$ cat config.mk
export PLATFORM = sky130hd
export DESIGN_NAME = traffic_display_mux
export DESIGN_NICKNAME = d
export VERILOG_FILES = /design/src/rtl/traffic_display_pkg.sv /design/src/rtl/traffic_display_mux_scan_tick_gen.sv /design/src/rtl/traffic_display_mux.sv
export SDC_FILE = /design/constraint.sdc
export NUM_CORES = 1
export LEC_CHECK = 0
export ABC_AREA = 1
export BUFFER_PORTS_ARGS = -buffer_cell sky130_fd_sc_hd__buf_2
export CORE_ASPECT_RATIO = 0.75
export CORE_UTILIZATION = 45
export CTS_CLUSTER_DIAMETER = 100
export DETAILED_ROUTE_END_ITERATION = 7
export HOLD_SLACK_MARGIN = 0.05
export SLEW_MARGIN = 20
export SYNTH_ARGS = -nofsm -noshare
export SYNTH_HDL_FRONTEND = slang
export SYNTH_HIERARCHICAL = 1
export SYNTH_SLANG_ARGS = --single-unit
$ cat constraint.sdc
create_clock -name clk -period 2.3 [get_ports clk]
set_input_delay 0.115 -clock clk [delete_from_list [all_inputs] [get_ports clk]]
set_output_delay 0.115 -clock clk [all_outputs]
set_load 0.02 [all_outputs]
$ cat src/rtl/traffic_display_pkg.sv
// Shared constants for the traffic display mux: segment patterns, mode codes
// and the BCD to 7-segment decoder (abcdefg, bit6 = a, active-high).
package traffic_display_pkg;

   localparam logic [6:0] SEG_0     = 7'h7E;
   localparam logic [6:0] SEG_1     = 7'h30;
   localparam logic [6:0] SEG_2     = 7'h6D;
   localparam logic [6:0] SEG_3     = 7'h79;
   localparam logic [6:0] SEG_4     = 7'h33;
   localparam logic [6:0] SEG_5     = 7'h5B;
   localparam logic [6:0] SEG_6     = 7'h5F;
   localparam logic [6:0] SEG_7     = 7'h70;
   localparam logic [6:0] SEG_8     = 7'h7F;
   localparam logic [6:0] SEG_9     = 7'h7B;
   localparam logic [6:0] SEG_DASH  = 7'h01;
   localparam logic [6:0] SEG_BLANK = 7'h00;

   localparam logic [1:0] MODE_NORMAL = 2'b00;
   localparam logic [1:0] MODE_NIGHT  = 2'b01;
   localparam logic [1:0] MODE_OFF    = 2'b10;
   localparam logic [1:0] MODE_TEST   = 2'b11;

   // Codes 10..15 are not valid BCD and are shown as a dash.
   function automatic logic [6:0] bcd_to_seg(input logic [3:0] bcd);
      logic [6:0] pattern;
      case (bcd)
         4'd0:    pattern = SEG_0;
         4'd1:    pattern = SEG_1;
         4'd2:    pattern = SEG_2;
         4'd3:    pattern = SEG_3;
         4'd4:    pattern = SEG_4;
         4'd5:    pattern = SEG_5;
         4'd6:    pattern = SEG_6;
         4'd7:    pattern = SEG_7;
         4'd8:    pattern = SEG_8;
         4'd9:    pattern = SEG_9;
         default: pattern = SEG_DASH;
      endcase
      return pattern;
   endfunction

endpackage

$ cat src/rtl/traffic_display_mux_scan_tick_gen.sv
// Scan prescaler: counts 0..SCAN_DIV-1 and flags the wrap cycle as a tick.
module scan_tick_gen #(
   parameter int SCAN_DIV = 1000
) (
   input  logic clk,
   input  logic rst_n,
   output logic tick
);

   localparam int CNT_W = $clog2(SCAN_DIV);
   localparam logic [CNT_W-1:0] LAST_COUNT = CNT_W'(SCAN_DIV - 1);

   logic [CNT_W-1:0] count;

   assign tick = (count == LAST_COUNT);

   always_ff @(posedge clk or negedge rst_n) begin
      if (!rst_n) begin
         count <= '0;
      end else if (tick) begin
         count <= '0;
      end else begin
         count <= count + CNT_W'(1);
      end
   end

endmodule

$ cat src/rtl/traffic_display_mux.sv
// Traffic lamp driver plus time-multiplexed 7-segment countdown display with
// frame-aligned loading, leading-zero blanking and night/off/lamp-test modes.
module traffic_display_mux
   import traffic_display_pkg::*;
#(
   parameter int NUM_DIGITS  = 2,
   parameter int SCAN_DIV    = 1000,
   parameter int BLINK_TICKS = 250,
   parameter int ACTIVE_LOW  = 0,
   parameter int LZ_BLANK    = 1
) (
   input  logic                    clk,
   input  logic                    rst_n,
   input  logic [2:0]              light_sel,
   input  logic [1:0]              mode,
   input  logic [4*NUM_DIGITS-1:0] bcd_in,
   input  logic                    load,
   output logic                    led_red,
   output logic                    led_yellow,
   output logic                    led_green,
   output logic [6:0]              seg,
   output logic [NUM_DIGITS-1:0]   dig_en
);

   localparam int IDX_W   = (NUM_DIGITS > 1) ? $clog2(NUM_DIGITS) : 1;
   localparam int BLINK_W = (BLINK_TICKS > 1) ? $clog2(BLINK_TICKS) : 1;
   localparam logic [IDX_W-1:0]      LAST_IDX   = IDX_W'(NUM_DIGITS - 1);
   localparam logic [BLINK_W-1:0]    LAST_BLINK = BLINK_W'(BLINK_TICKS - 1);
   localparam logic [6:0]            SEG_INV    = (ACTIVE_LOW != 0) ? 7'h7F : 7'h00;
   localparam logic [NUM_DIGITS-1:0] DIG_INV    = (ACTIVE_LOW != 0) ? {NUM_DIGITS{1'b1}} : {NUM_DIGITS{1'b0}};

   logic                    tick;
   logic                    frameEnd;
   logic [IDX_W-1:0]        digitIdx;
   logic [IDX_W-1:0]        slotIdx;
   logic [IDX_W-1:0]        curIdx;
   logic                    slotValid;
   logic                    curValid;
   logic [6:0]              slotSeg;
   logic [6:0]              curSeg;
   logic [6:0]              digitSeg;
   logic [4*NUM_DIGITS-1:0] pendingVal;
   logic                    pendingValid;
   logic [4*NUM_DIGITS-1:0] displayVal;
   logic [BLINK_W-1:0]      blinkCnt;
   logic                    blinkPhase;
   logic                    selOneHot;
   logic [NUM_DIGITS-1:0]   zeroDigit;
   logic [NUM_DIGITS-1:0]   blankDigit;
   logic [NUM_DIGITS-1:0]   digOneHot;
   logic [6:0]              segTable [NUM_DIGITS];
   logic [6:0]              segNext;
   logic [NUM_DIGITS-1:0]   digNext;
   logic [2:0]              lampNext;

   scan_tick_gen #(.SCAN_DIV(SCAN_DIV)) u_scan_tick_gen (
      .clk   (clk),
      .rst_n (rst_n),
      .tick  (tick)
   );

   assign frameEnd  = tick && (digitIdx == LAST_IDX);
   assign selOneHot = (light_sel == 3'b001) || (light_sel == 3'b010) || (light_sel == 3'b100);

   // Digit i is blanked only when it and every more significant digit are zero.
   for (genvar gi = 0; gi < NUM_DIGITS; gi++) begin : g_digit
      assign zeroDigit[gi] = (displayVal[4*gi +: 4] == 4'd0);
      if (gi == 0) begin : g_units
         assign blankDigit[gi] = 1'b0;
      end else begin : g_upper
         assign blankDigit[gi] = (LZ_BLANK != 0) && (&zeroDigit[NUM_DIGITS-1:gi]);
      end
      assign segTable[gi]  = blankDigit[gi] ? SEG_BLANK : bcd_to_seg(displayVal[4*gi +: 4]);
      assign digOneHot[gi] = (curIdx == IDX_W'(gi));
   end

   assign digitSeg = segTable[digitIdx];

   // The slot registers hold what the current scan slot shows, so display
   // updates at a frame boundary never alter a digit that is already lit.
   always_ff @(posedge clk or negedge rst_n) begin
      if (!rst_n) begin
         digitIdx  <= '0;
         slotIdx   <= '0;
         slotSeg   <= SEG_BLANK;
         slotValid <= 1'b0;
      end else if (tick) begin
         digitIdx  <= (digitIdx == LAST_IDX) ? '0 : digitIdx + IDX_W'(1);
         slotIdx   <= digitIdx;
         slotSeg   <= digitSeg;
         slotValid <= 1'b1;
      end
   end

   always_ff @(posedge clk or negedge rst_n) begin
      if (!rst_n) begin
         pendingVal   <= '0;
         pendingValid <= 1'b0;
         displayVal   <= '0;
      end else begin
         if (load) begin
            pendingVal <= bcd_in;
         end
         if (frameEnd) begin
            if (load) begin
               displayVal <= bcd_in;
            end else if (pendingValid) begin
               displayVal <= pendingVal;
            end
            pendingValid <= 1'b0;
         end else if (load) begin
            pendingValid <= 1'b1;
         end
      end
   end

   always_ff @(posedge clk or negedge rst_n) begin
      if (!rst_n) begin
         blinkCnt   <= '0;
         blinkPhase <= 1'b0;
      end else if (mode != MODE_NIGHT) begin
         blinkCnt   <= '0;
         blinkPhase <= 1'b0;
      end else if (tick) begin
         if (blinkCnt == LAST_BLINK) begin
            blinkCnt   <= '0;
            blinkPhase <= ~blinkPhase;
         end else begin
            blinkCnt <= blinkCnt + BLINK_W'(1);
         end
      end
   end

   always_comb begin
      curValid = tick | slotValid;
      curIdx   = tick ? digitIdx : slotIdx;
      curSeg   = tick ? digitSeg : slotSeg;
      segNext  = SEG_BLANK;
      digNext  = '0;
      lampNext = 3'b000;
      case (mode)
         MODE_NORMAL: begin
            lampNext = selOneHot ? light_sel : 3'b001;
            if (curValid) begin
               segNext = curSeg;
               digNext = digOneHot;
            end
         end
         MODE_NIGHT: begin
            lampNext = {1'b0, blinkPhase, 1'b0};
         end
         MODE_OFF: begin
            lampNext = 3'b000;
         end
         default: begin
            lampNext = 3'b111;
            if (curValid) begin
               segNext = SEG_8;
               digNext = digOneHot;
            end
         end
      endcase
   end

   always_ff @(posedge clk or negedge rst_n) begin
      if (!rst_n) begin
         led_red    <= 1'b0;
         led_yellow <= 1'b0;
         led_green  <= 1'b0;
         seg        <= SEG_INV;
         dig_en     <= DIG_INV;
      end else begin
         led_red    <= lampNext[0];
         led_yellow <= lampNext[1];
         led_green  <= lampNext[2];
         seg        <= segNext ^ SEG_INV;
         dig_en     <= digNext ^ DIG_INV;
      end
   end

endmodule

==> results_dict.tcl, run 1 <==
set metrics [dict create \
    gp_routability_congestion 0.8213 \
    post_synth_num_cell_types 31 \
    fillers 595 \
    post_cts.repair.setup_buffers 0 \
    r2r-start "u_scan_tick_gen/count[0]" \
    clk_path_buf_depth 2 \
    final_util 0.5588 \
    worstSetupStartpointType "flip-flop" \
    number_of_cts_inserted_buffers 9 \
    totalWireLength_um 5990 \
    num_rows 25 \
    finish.cell_count_without_fillers 484 \
    final.hold.worst_slack_ns 0.09424 \
    length_of_the_first_detailed_routing_pass_in_iterations 5 \
    grt_pass1_wl_um 10340 \
    postSynth.topFlopCell "sky130_fd_sc_hd__dfrtp_1" \
    first_global_vias 2199 \
    totalPowerFinal_mw 2.337 \
    clock_slew_at_reported_path_ffs_ns 0.07 \
    post-route-worst-setup-slack_ns 0.2976 \
    worstSetupEndpointType "flip-flop" \
    leakagePower_nw 1.866 \
    num_io_pins 28 \
    worst_skew_pair.late_latency_ns 0.34 \
    routed_wire_length_per_instance_um 12.38 \
    path_max_fanout 11 \
    dpl_worst_slack_ns 0.3380 \
    sequential_cell_area_fraction_in_the_yosys_report 0.4868 \
    synthesis.area_mm2 0.002982 \
    maxClockFrequency_ghz 0.4994 \
    slew_headroom 0.5610 \
    synthCells 352 \
    num_antenna_cells 0 \
    final_hold_viol_count 0 \
    placed_cells_incl_taps 458 \
    via_per_inst 4.711 \
    timing.clock.skew_ns 0.01231 \
    postLayoutCellArea_mm2 0.003548 \
    cp_data_arrival_time_ns 2.27 \
    grt_use_total 0.2000 \
    final_hpwl_from_detailed_placement_um 4306 \
    synth_enable_flop_cells 0 \
    initial_utilization 0.4696 \
    yosys_warnings 6 \
    cts_tree "done" \
    flow.area_growth_from_synthesis_pct 19.01 \
    port_buffers 27 \
    worst_slew_pin_slew_ns 0.6586 \
    asyncSetResetFlopFracSynth 1.000 \
    worst-r2r-setup-slack_ns 0.30 \
    largest_net_degree_at_the_start_of_global_routing 33 \
    final.period_utilization 0.8706 \
    route.detailed.drc 0 \
    drv_cap 0 \
    setup_viol 0 \
    die_x_um 95.99 \
    sum_of_overflow_across_all_layers_after_global_routing 0 \
    mappedNetlistNets 385 \
    number_of_gates_given_a_new_drive_strength_after_cts 0 \
    critPathKind "flip-flop to flip-flop" \
    power.density_mw_per_mm2 658.6 \
    full_die_area_mm2 0.006959 \
    min-delay-start "light_sel[0]" \
    fp.coreArea_mm2 0.006350 \
    hold_path_end "led_red" \
    hp-class "input port to flip-flop" \
    hold_fix_buffers_cts 10 \
    antenna_violating_nets_post_route 0 \
    grt_antenna_before_repair 0 \
    grt_setup_unrepaired "false" \
    post_layout_net_count 431 \
    syn_avg_cell_area_um2 8.470 \
    run_status "complete, no violations" \
    vdd_ir_drop_max_v 0.0002968 \
    ctsRootBufferMaster "sky130_fd_sc_hd__clkbuf_8" \
    period_needed_ns 2.002 \
    slew_violations 0 \
    final_layout_setup_total_negative_slack_ns 0 \
    holdPathStages 3 \
    numClockSinks 58 \
    crit-reg2reg-capture "seg[5]" \
    detailedRoute.firstIterationViolations 71 \
    die-height_um 72.50 \
    number_of_vias_in_the_routed_layout 2280 \
    synth-seq-cells 58 \
    placed_cell_area_mm2 0.003211 \
    cts.htree.levels 3 \
    number_of_cells_traversed_by_the_worst_register_to_register_path 13 \
    worst_ep_required_time_ns 2.57 \
    fraction_of_layout_cells_with_a_size_suffix_above_1 0.1985 \
]
## metal layers
metal  track usage  vias up  wire [µm]
li1              -     1190          -
met1        0.2989     1049       3311
met2        0.2734       35       2372
met3       0.06813        6        243
met4       0.05473        0         63
met5             0        -          0
## how the worst max path moves through the flow
stage,from,end,depth (start not counted)
6_report,u_scan_tick_gen/count[0],seg[5],13
3_3_place_gp,u_scan_tick_gen/count[0],dig_en[0],10
3_5_place_dp,u_scan_tick_gen/count[0],seg[1],13
2_1_floorplan,u_scan_tick_gen/count[0],blinkCnt[5],11
5_1_grt,u_scan_tick_gen/count[0],seg[1],13
4_1_cts,u_scan_tick_gen/count[0],seg[1],13
## Yosys cell counts, types with 2 or more instances
cell / number / area (µm²)
sky130_fd_sc_hd__inv_2: 6 / 22.52
sky130_fd_sc_hd__o21ai_1: 10 / 50.05
sky130_fd_sc_hd__nand2_2: 2 / 12.51
sky130_fd_sc_hd__nand3_2: 5 / 50.05
sky130_fd_sc_hd__nor3_1: 2 / 10.01
sky130_fd_sc_hd__nor2_2: 9 / 56.30
sky130_fd_sc_hd__a21oi_4: 2 / 32.53
sky130_fd_sc_hd__o21ai_0: 5 / 25.02
sky130_fd_sc_hd__inv_1: 36 / 135.1
sky130_fd_sc_hd__dfrtp_1: 58 / 1451
sky130_fd_sc_hd__nor2_1: 26 / 97.59
sky130_fd_sc_hd__nand2_1: 114 / 427.9
sky130_fd_sc_hd__nand3_1: 27 / 135.1
sky130_fd_sc_hd__o21ai_2: 2 / 17.52
sky130_fd_sc_hd__xor2_1: 4 / 35.03
sky130_fd_sc_hd__a21oi_1: 9 / 45.04
sky130_fd_sc_hd__ha_1: 17 / 212.7
sky130_fd_sc_hd__o21bai_1: 2 / 15.01
sky130_fd_sc_hd__buf_6: 2 / 22.52
sky130_fd_sc_hd__or2_2: 3 / 18.77
## registers in the layout (all words and copies together), names as in the netlist, 2 cells and up
name and flops:
u_scan_tick_gen/count 10, blinkCnt 8, displayVal 8, pendingVal 8, seg 7, slotSeg 7
dig_en 2
## placed cells by master, fill, tap and decap left out
cell type,synthesis,routed
sky130_fd_sc_hd__o21ai_2,2,2
sky130_fd_sc_hd__nand3_1,27,27
sky130_fd_sc_hd__clkinv_2,1,2
sky130_fd_sc_hd__a31o_2,1,1
sky130_fd_sc_hd__inv_4,1,1
sky130_fd_sc_hd__nand3_4,1,1
sky130_fd_sc_hd__dfrtp_1,58,58
sky130_fd_sc_hd__o21ai_1,10,10
sky130_fd_sc_hd__or2_2,3,3
sky130_fd_sc_hd__nand2_2,2,2
sky130_fd_sc_hd__nor2_2,9,9
sky130_fd_sc_hd__o22ai_1,1,1
sky130_fd_sc_hd__bufinv_16,0,2
sky130_fd_sc_hd__buf_12,0,1
sky130_fd_sc_hd__a21oi_4,2,2
sky130_fd_sc_hd__nor3_4,1,1
sky130_fd_sc_hd__buf_2,1,27
sky130_fd_sc_hd__clkinvlp_4,0,1
sky130_fd_sc_hd__nand2_8,1,1
sky130_fd_sc_hd__o21ai_0,5,5
sky130_fd_sc_hd__xor2_1,4,4
sky130_fd_sc_hd__ha_1,17,17
sky130_fd_sc_hd__a21oi_1,9,9
sky130_fd_sc_hd__nand2_1,114,114
sky130_fd_sc_hd__clkbuf_8,0,12
sky130_fd_sc_hd__nor2_1,26,26
sky130_fd_sc_hd__and3_1,1,1
sky130_fd_sc_hd__nand4_1,1,1
sky130_fd_sc_hd__nand3_2,5,5
sky130_fd_sc_hd__nor2_4,1,1
sky130_fd_sc_hd__o21bai_1,2,2
sky130_fd_sc_hd__inv_1,36,36
sky130_fd_sc_hd__dlygate4sd3_1,0,10
sky130_fd_sc_hd__nor3_1,2,2
sky130_fd_sc_hd__inv_2,6,6
## critical path, cell delays in order (launching register included)
cell,delay (ns)
sky130_fd_sc_hd__dfrtp_1,0.38
sky130_fd_sc_hd__ha_1,0.20
sky130_fd_sc_hd__nand2_2,0.10
sky130_fd_sc_hd__nor2_2,0.10
sky130_fd_sc_hd__nand3_2,0.14
sky130_fd_sc_hd__clkinv_2,0.16
sky130_fd_sc_hd__inv_2,0.14
sky130_fd_sc_hd__nor2_2,0.22
sky130_fd_sc_hd__nand3_1,0.14
sky130_fd_sc_hd__nand2_1,0.09
sky130_fd_sc_hd__inv_1,0.05
sky130_fd_sc_hd__nand2_1,0.08
sky130_fd_sc_hd__nand2_1,0.05
sky130_fd_sc_hd__nand2_1,0.08
## layout make-up
cell class	count	area, µm²	share of cell area
clock buffer	12	165.2	0.04654
clock inverter	4	72.57	0.02045
inverter	44	168.9	0.04760
multi-input combinational	247	1334	0.3759
sequential	58	1451	0.4090
tap	81	101.3	0.02856
timing repair buffer	38	255.2	0.07193
## report_power, final
part | switching (mW) | internal (mW)
Clock | 0.407 | 0.697
Combinational | 0.107 | 0.0633
Sequential | 0.0158 | 1.05
Total | 0.530 | 1.81
## cell families (layout without fill, tap and decap cells)
kind of cell / Yosys count / in the layout / synth area share
and+or+nand+nor: 194 / 194 / 0.2971
DFF: 58 / 58 / 0.4868
buffers and inverters: 47 / 98 / 0.06588
AOI/OAI and AO/OA: 32 / 32 / 0.06714
adders and majority gates: 17 / 17 / 0.07134
xor gates and xnor gates: 4 / 4 / 0.01175
Note: power is estimated with default switching activity, not from simulation.
==> inputs of run 2 (changes only) <==
CAP_MARGIN = 20   (was unset)
CORE_UTILIZATION = 35   (was 45)
GPL_ROUTABILITY_DRIVEN = 0   (was unset)
==> run 2 against run 1 <==
Total power grew 1.2%. Worst hold slack gained 0.010 ns. Maximum frequency grew 1.1%. Flip-flop and latch count is the same. Final cell count grew 4.1%. Wire length shrank 6.1%. First-iteration DRC count grew 59%. Utilization shrank 12 points. Largest cell class unchanged. Highest routed layer unchanged.
==> results_dict.tcl, run 2 (synthesized netlist as in run 1, its figures left out) <==
set metrics [dict create \
    flow.area_growth_from_synthesis_pct 19.93 \
    hp-class "input port to flip-flop" \
    leakagePower_nw 1.867 \
    maxClockFrequency_ghz 0.5049 \
    cp_data_arrival_time_ns 2.18 \
    largest_register_ffs 10 \
    grt_setup_unrepaired "false" \
    min-delay-start "light_sel[1]" \
    worst-r2r-setup-slack_ns 0.32 \
    clock_slew_at_reported_path_ffs_ns 0.05 \
    period_needed_ns 1.981 \
    cp_common_cell "sky130_fd_sc_hd__nand2_2" \
    setup_viol 0 \
    clk_path_buf_depth 2 \
    drv_cap 0 \
    fillers 807 \
    placed_cells_incl_taps 483 \
    first_global_vias 2143 \
    worst_ep_required_time_ns 2.50 \
    worst_slew_pin_slew_ns 0.4625 \
    hold_path_end "led_yellow" \
    numClockSinks 58 \
    worstSetupStartpointType "flip-flop" \
    path_max_fanout 8 \
    slew_violations 0 \
    cts.htree.levels 3 \
    post_layout_net_count 431 \
    final_layout_setup_total_negative_slack_ns 0 \
    timing.critical_path.slowest_cell_delay_ns 0.39 \
    num_io_pins 28 \
    timing.clock.skew_ns 0.006562 \
    fraction_of_layout_cells_with_a_size_suffix_above_1 0.1930 \
    detailedRoute.firstIterationViolations 113 \
    critical_path_buf_inv_count 3 \
    antenna_violating_nets_post_route 0 \
    holdPathStages 3 \
    grt_use_total 0.1489 \
    vdd_ir_drop_max_v 0.0003946 \
    num_rows 28 \
    mostFrequentLayoutCell "sky130_fd_sc_hd__nand2_1" \
    register_with_the_highest_flop_count "u_scan_tick_gen/count" \
    via_per_inst 4.502 \
    port_buffers 27 \
    finish.cell_count_without_fillers 504 \
    critical-path-slowest-cell "sky130_fd_sc_hd__dfrtp_1" \
    final_hpwl_from_detailed_placement_um 4210 \
    num_antenna_cells 0 \
    final.period_utilization 0.8611 \
    fp.coreArea_mm2 0.008058 \
    crit-reg2reg-capture "dig_en[0]" \
    worstSetupEndpointType "flip-flop" \
    sum_of_overflow_across_all_layers_after_global_routing 0 \
    cp.depth 10 \
    totalWireLength_um 5626 \
    full_die_area_mm2 0.008896 \
    run_status "complete, no violations" \
    totalPowerFinal_mw 2.366 \
    routed_wire_length_per_instance_um 11.16 \
    worst_path_dominant_cell_family "simple AND/OR/NAND/NOR gates" \
    r2r-start "u_scan_tick_gen/count[0]" \
    power.density_mw_per_mm2 661.6 \
    die-height_um 81.93 \
    number_of_cells_traversed_by_the_worst_register_to_register_path 10 \
    number_of_vias_in_the_routed_layout 2269 \
    critical_path.cell_chain "ha_1 -> nand2_2 -> nor2_2 -> nand3_2 -> clkinv_2 -> nand2_2 -> inv_1 -> a21oi_1 -> inv_2 -> nor3_1" \
    number_of_cts_inserted_buffers 9 \
    initial_utilization 0.3700 \
    length_of_the_first_detailed_routing_pass_in_iterations 4 \
    grt_antenna_before_repair 0 \
    ctsRootBufferMaster "sky130_fd_sc_hd__clkbuf_16" \
    critPathKind "flip-flop to flip-flop" \
    grt_pass1_wl_um 9936 \
    final_hold_viol_count 0 \
    slew_headroom 0.6917 \
    die_x_um 108.6 \
    worst_skew_pair.late_latency_ns 0.32 \
    largest_net_degree_at_the_start_of_global_routing 22 \
    route.detailed.drc 0 \
    cts_tree "done" \
    layout.cells.most_common_list "sky130_fd_sc_hd__nand2_1 (113), sky130_fd_sc_hd__dfrtp_1 (58), sky130_fd_sc_hd__inv_1 (36)" \
]
-- run 2: worst register-to-register path, delay by kind of cell (launching register included) --
kind | cells | cell delay (ns)
compound gates | 1 | 0.22
buf+inv | 3 | 0.32
simple gates | 5 | 0.70
fa+ha+maj | 1 | 0.22
flops | 1 | 0.39
-- run 2: what timing repair did --
item	CTS	global route
setup buffers	0	0
endpoints found under the setup margin	0	1
hold buffers	9	0
endpoints found under the hold margin	27	0
gates resized for setup	0	1
-- run 2: power by group --
part / total (mW) / leakage (nW) / switching (mW) / internal [mW]
sequential: 1.07 / 0.761 / 0.0157 / 1.05
clock: 1.14 / 0.123 / 0.407 / 0.728
combinational: 0.165 / 0.983 / 0.103 / 0.0612
total: 2.37 / 1.87 / 0.527 / 1.84
-- run 2: per-layer routing --
layer  GRT usage  share of wire
met5           0              0
met4     0.05676          0.017
met3     0.05000          0.033
met2      0.2171           0.43
met1      0.2035           0.52
-- run 2: area by class of cell --
type	instances	area [µm²]	share of cell area
Clock buffer	11	242.7	0.06788
Multi-Input combinational cell	247	1336	0.3737
Timing Repair Buffer	38	240.2	0.06718
Sequential cell	58	1451	0.4059
Tap cell	105	131.4	0.03674
Inverter	44	168.9	0.04724
Clock inverter	1	5.005	0.001400
-- run 2: worst max path at each step --
stage | start | endpoint | slack (ns)
finish | u_scan_tick_gen/count[0] | dig_en[0] | 0.32
detailed placement | u_scan_tick_gen/count[0] | dig_en[0] | 0.23
CTS | u_scan_tick_gen/count[0] | dig_en[0] | 0.19
floorplan | u_scan_tick_gen/count[0] | blinkCnt[5] | 0.59
global placement | u_scan_tick_gen/count[0] | dig_en[0] | 0.24
global route | u_scan_tick_gen/count[0] | dig_en[0] | 0.1
-- run 2: per-stage QoR --
| stage | hold slack, ns | instance area, µm² | utilization | setup slack, ns |
|---|---|---|---|---|
| after CTS | 0.09516 | 3573 | 0.4435 | 0.1851 |
| after global routing | 0.1008 | 3576 | 0.4438 | 0.09652 |
| after global placement | 0.1076 | 3236 | 0.4016 | 0.2359 |
| after detailed placement | 0.1039 | 3236 | 0.4016 | 0.2338 |
| after floorplan | -0.1806 | 2982 | - | 0.5923 |
| final | 0.1042 | 3576 | 0.4438 | 0.3194 |
==> inputs of run 3 (changes only) <==
ABC_AREA = unset   (was 1)
==> run 3 against run 2 <==
Flip-flop and latch count stayed put. Register-to-register slack worse by 0.15 ns. Sequential share of layout area is 1.2 points higher. Synthesized cell count is 23% lower. Synthesized area is 1.9% lower. Sequential power hardly changed. Maximum frequency is 7.2% lower. Total power is 14% lower.
==> results_dict.tcl, run 3 <==
set metrics [dict create \
    worst_path_dominant_cell_family "simple AND/OR/NAND/NOR gates" \
    sequential_cell_area_fraction_in_the_yosys_report 0.4962 \
    period_needed_ns 2.133 \
    critical_path.cell_chain "ha_1 -> nand3_1 -> nor3_4 -> and3_4 -> buf_6 -> nor2b_2 -> nand2_1 -> o21bai_1 -> a31oi_1" \
    timing.critical_path.slowest_cell_delay_ns 0.40 \
    via_per_inst 4.895 \
    final.period_utilization 0.9275 \
    asyncSetResetFlopFracSynth 1.000 \
    grt_pass1_wl_um 9528 \
    clock_slew_at_reported_path_ffs_ns 0.06 \
    dpl_worst_slack_ns 0.08772 \
    drv_cap 0 \
    post_layout_net_count 350 \
    critical_path_buf_inv_count 1 \
    vdd_ir_drop_max_v 0.0003298 \
    critical-path-slowest-cell "sky130_fd_sc_hd__dfrtp_1" \
    yosys.cell_count.top_type "sky130_fd_sc_hd__dfrtp_1" \
    num_antenna_cells 0 \
    synth_common_cells "sky130_fd_sc_hd__dfrtp_1 (58), sky130_fd_sc_hd__nor2_1 (23), sky130_fd_sc_hd__ha_1 (17), sky130_fd_sc_hd__nand2_1 (17), sky130_fd_sc_hd__inv_1 (15)" \
    num_io_pins 28 \
    route.layer.met1.wl_um 3051 \
    initial_utilization 0.3662 \
    cts.htree.levels 3 \
    num_rows 28 \
    placed_cell_area_mm2 0.003182 \
    slew_violations 0 \
    synth_top_area_share 0.4962 \
    routed_wire_length_per_instance_um 13.60 \
    critPathKind "flip-flop to flip-flop" \
    grt_antenna_before_repair 0 \
    totalPowerFinal_mw 2.041 \
    sum_of_overflow_across_all_layers_after_global_routing 0 \
    layout.cells.most_common_list "sky130_fd_sc_hd__dfrtp_1 (58), sky130_fd_sc_hd__buf_2 (27), sky130_fd_sc_hd__nor2_1 (23)" \
    die-height_um 81.18 \
    post_cts.repair.setup_buffers 0 \
    worstSetupEndpointType "flip-flop" \
    synthCells 271 \
    port_buffers 27 \
    synth_enable_flop_cells 0 \
    yosys_warnings 6 \
    hp-class "input port to flip-flop" \
    final.hold.worst_slack_ns 0.09714 \
    length_of_the_first_detailed_routing_pass_in_iterations 6 \
    worst_skew_pair.late_latency_ns 0.34 \
    fillers 771 \
    slew_headroom 0.5533 \
    fraction_of_layout_cells_with_a_size_suffix_above_1 0.2298 \
    worst_ep_required_time_ns 2.56 \
    setup_viol 0 \
    highest-signal-layer "met4" \
    run_status "complete, no violations" \
    detailedRoute.firstIterationViolations 84 \
    grt_use_total 0.1452 \
    postSynth.topFlopCell "sky130_fd_sc_hd__dfrtp_1" \
    cts_tree "done" \
    synth-seq-cells 58 \
    route.detailed.drc 0 \
    cp_data_arrival_time_ns 2.39 \
    flow.area_growth_from_synthesis_pct 18.65 \
    fp.coreArea_mm2 0.007988 \
    totalWireLength_um 5807 \
    worstSetupStartpointType "flip-flop" \
    maxClockFrequency_ghz 0.4688 \
    final_hpwl_from_detailed_placement_um 4054 \
    worst-r2r-setup-slack_ns 0.17 \
    register_with_the_highest_flop_count "u_scan_tick_gen/count" \
    final_hold_viol_count 0 \
    synthesis.area_mm2 0.002925 \
    post_synth_num_cell_types 61 \
    synth_top_cell_by_area "sky130_fd_sc_hd__dfrtp_1" \
    mappedNetlistNets 304 \
    leakagePower_nw 1.661 \
    clk_path_buf_depth 2 \
    largest_net_degree_at_the_start_of_global_routing 29 \
    detailroute.wirelength.met2_um 2394 \
    die_x_um 107.6 \
    worst_slew_pin_slew_ns 0.6700 \
    postLayoutCellArea_mm2 0.003471 \
    number_of_cts_inserted_buffers 9 \
    largest_register_ffs 10 \
    syn_avg_cell_area_um2 10.79 \
    first_global_vias 1980 \
    numClockSinks 58 \
    mostFrequentLayoutCell "sky130_fd_sc_hd__dfrtp_1" \
    number_of_vias_in_the_routed_layout 2090 \
    post-route-worst-setup-slack_ns 0.1668 \
    synth.top_cells.by_area "sky130_fd_sc_hd__dfrtp_1 (50%), sky130_fd_sc_hd__ha_1 (7.3%), sky130_fd_sc_hd__mux2_2 (3.5%), sky130_fd_sc_hd__nor2_1 (3.0%), sky130_fd_sc_hd__nand2_1 (2.2%)" \
    full_die_area_mm2 0.008732 \
    path_max_fanout 20 \
    antenna_violating_nets_post_route 0 \
    timing.clock.skew_ns 0.007481 \
    power.density_mw_per_mm2 588.1 \
    wl_met3_um 332 \
    ctsRootBufferMaster "sky130_fd_sc_hd__clkbuf_8" \
]
[run 3: cell types whose count changed after synthesis, moves of 6 or more]
cell                      before  now
sky130_fd_sc_hd__nand2_1     114   17
sky130_fd_sc_hd__inv_1        36   15
sky130_fd_sc_hd__nand3_1      27   12
sky130_fd_sc_hd__mux2_2        0    9
sky130_fd_sc_hd__nor2_2        9    1
sky130_fd_sc_hd__xnor2_1       0    7
sky130_fd_sc_hd__a21oi_2       0    6
sky130_fd_sc_hd__inv_2         6    0
[run 3: layout make-up]
cell class	count	area, µm²	area share
Sequential cell	58	1451	0.4182
Multi-Input combinational cell	188	1358	0.3911
Timing Repair Buffer	44	306.5	0.08832
Clock buffer	13	148.9	0.04290
Tap cell	105	131.4	0.03785
Inverter	16	60.06	0.01730
Clock inverter	3	15.01	0.004326
[run 3: logic make-up (layout without fill, tap and decap cells)]
logic type / count (synthesis) / count (layout) / synth area share
AOI/OAI and AO/OA: 62 / 62 / 0.1506
xor gates and xnor gates: 12 / 12 / 0.03593
adders and majority gates: 17 / 17 / 0.07271
buffers and inverters: 25 / 76 / 0.04362
DFF: 58 / 58 / 0.4961
muxes: 12 / 12 / 0.04662
and+or+nand+nor: 85 / 85 / 0.1544
[run 3: path summary, 6_finish.rpt]
check	start	to	cells past startpoint
worst min register to register	slotValid	slotValid	2
worst min-delay path	light_sel[2]	led_green	3
max in group asynchronous	rst_n	digitIdx	3
worst max register to register	u_scan_tick_gen/count[0]	seg[6]	9
worst max-delay path	u_scan_tick_gen/count[0]	seg[6]	9
min in group asynchronous	rst_n	pendingVal[5]	2
[run 3: stage by stage]
step                      setup TNS, ns    util  cells
after floorplan                       0       -    271
after global placement                0  0.3983    400
after detailed placement              0  0.3983    400
after CTS                             0  0.4326    427
after global routing           -0.07722  0.4345    427
final                                 0  0.4345    427
[run 3: repair_timing]
item | 4_1_cts | 5_1_grt
hold endpoints to repair | 35 | 0
endpoints found under the setup margin | 0 | 8
resized for setup | 0 | 4
hold buffers | 11 | 0
[run 3: layer usage]
| metal | vias up | global-route usage |
|---|---|---|
| li1 | 1036 | - |
| met1 | 1001 | 0.2038 |
| met2 | 49 | 0.2006 |
| met3 | 4 | 0.05778 |
| met4 | 0 | 0.04932 |
| met5 | - | 0 |
[run 3: tightest hold or removal path, delay by kind of cell]
family	cells	cell delay, ns
compound gates	1	0.09
simple gates	1	0.09
buf+inv	1	0.11
[run 3: where the power goes]
group | total [mW] | switching (mW) | internal [mW]
clock | 0.805 | 0.389 | 0.416
sequential | 1.07 | 0.0193 | 1.05
combinational | 0.169 | 0.0957 | 0.0737
total | 2.04 | 0.504 | 1.54
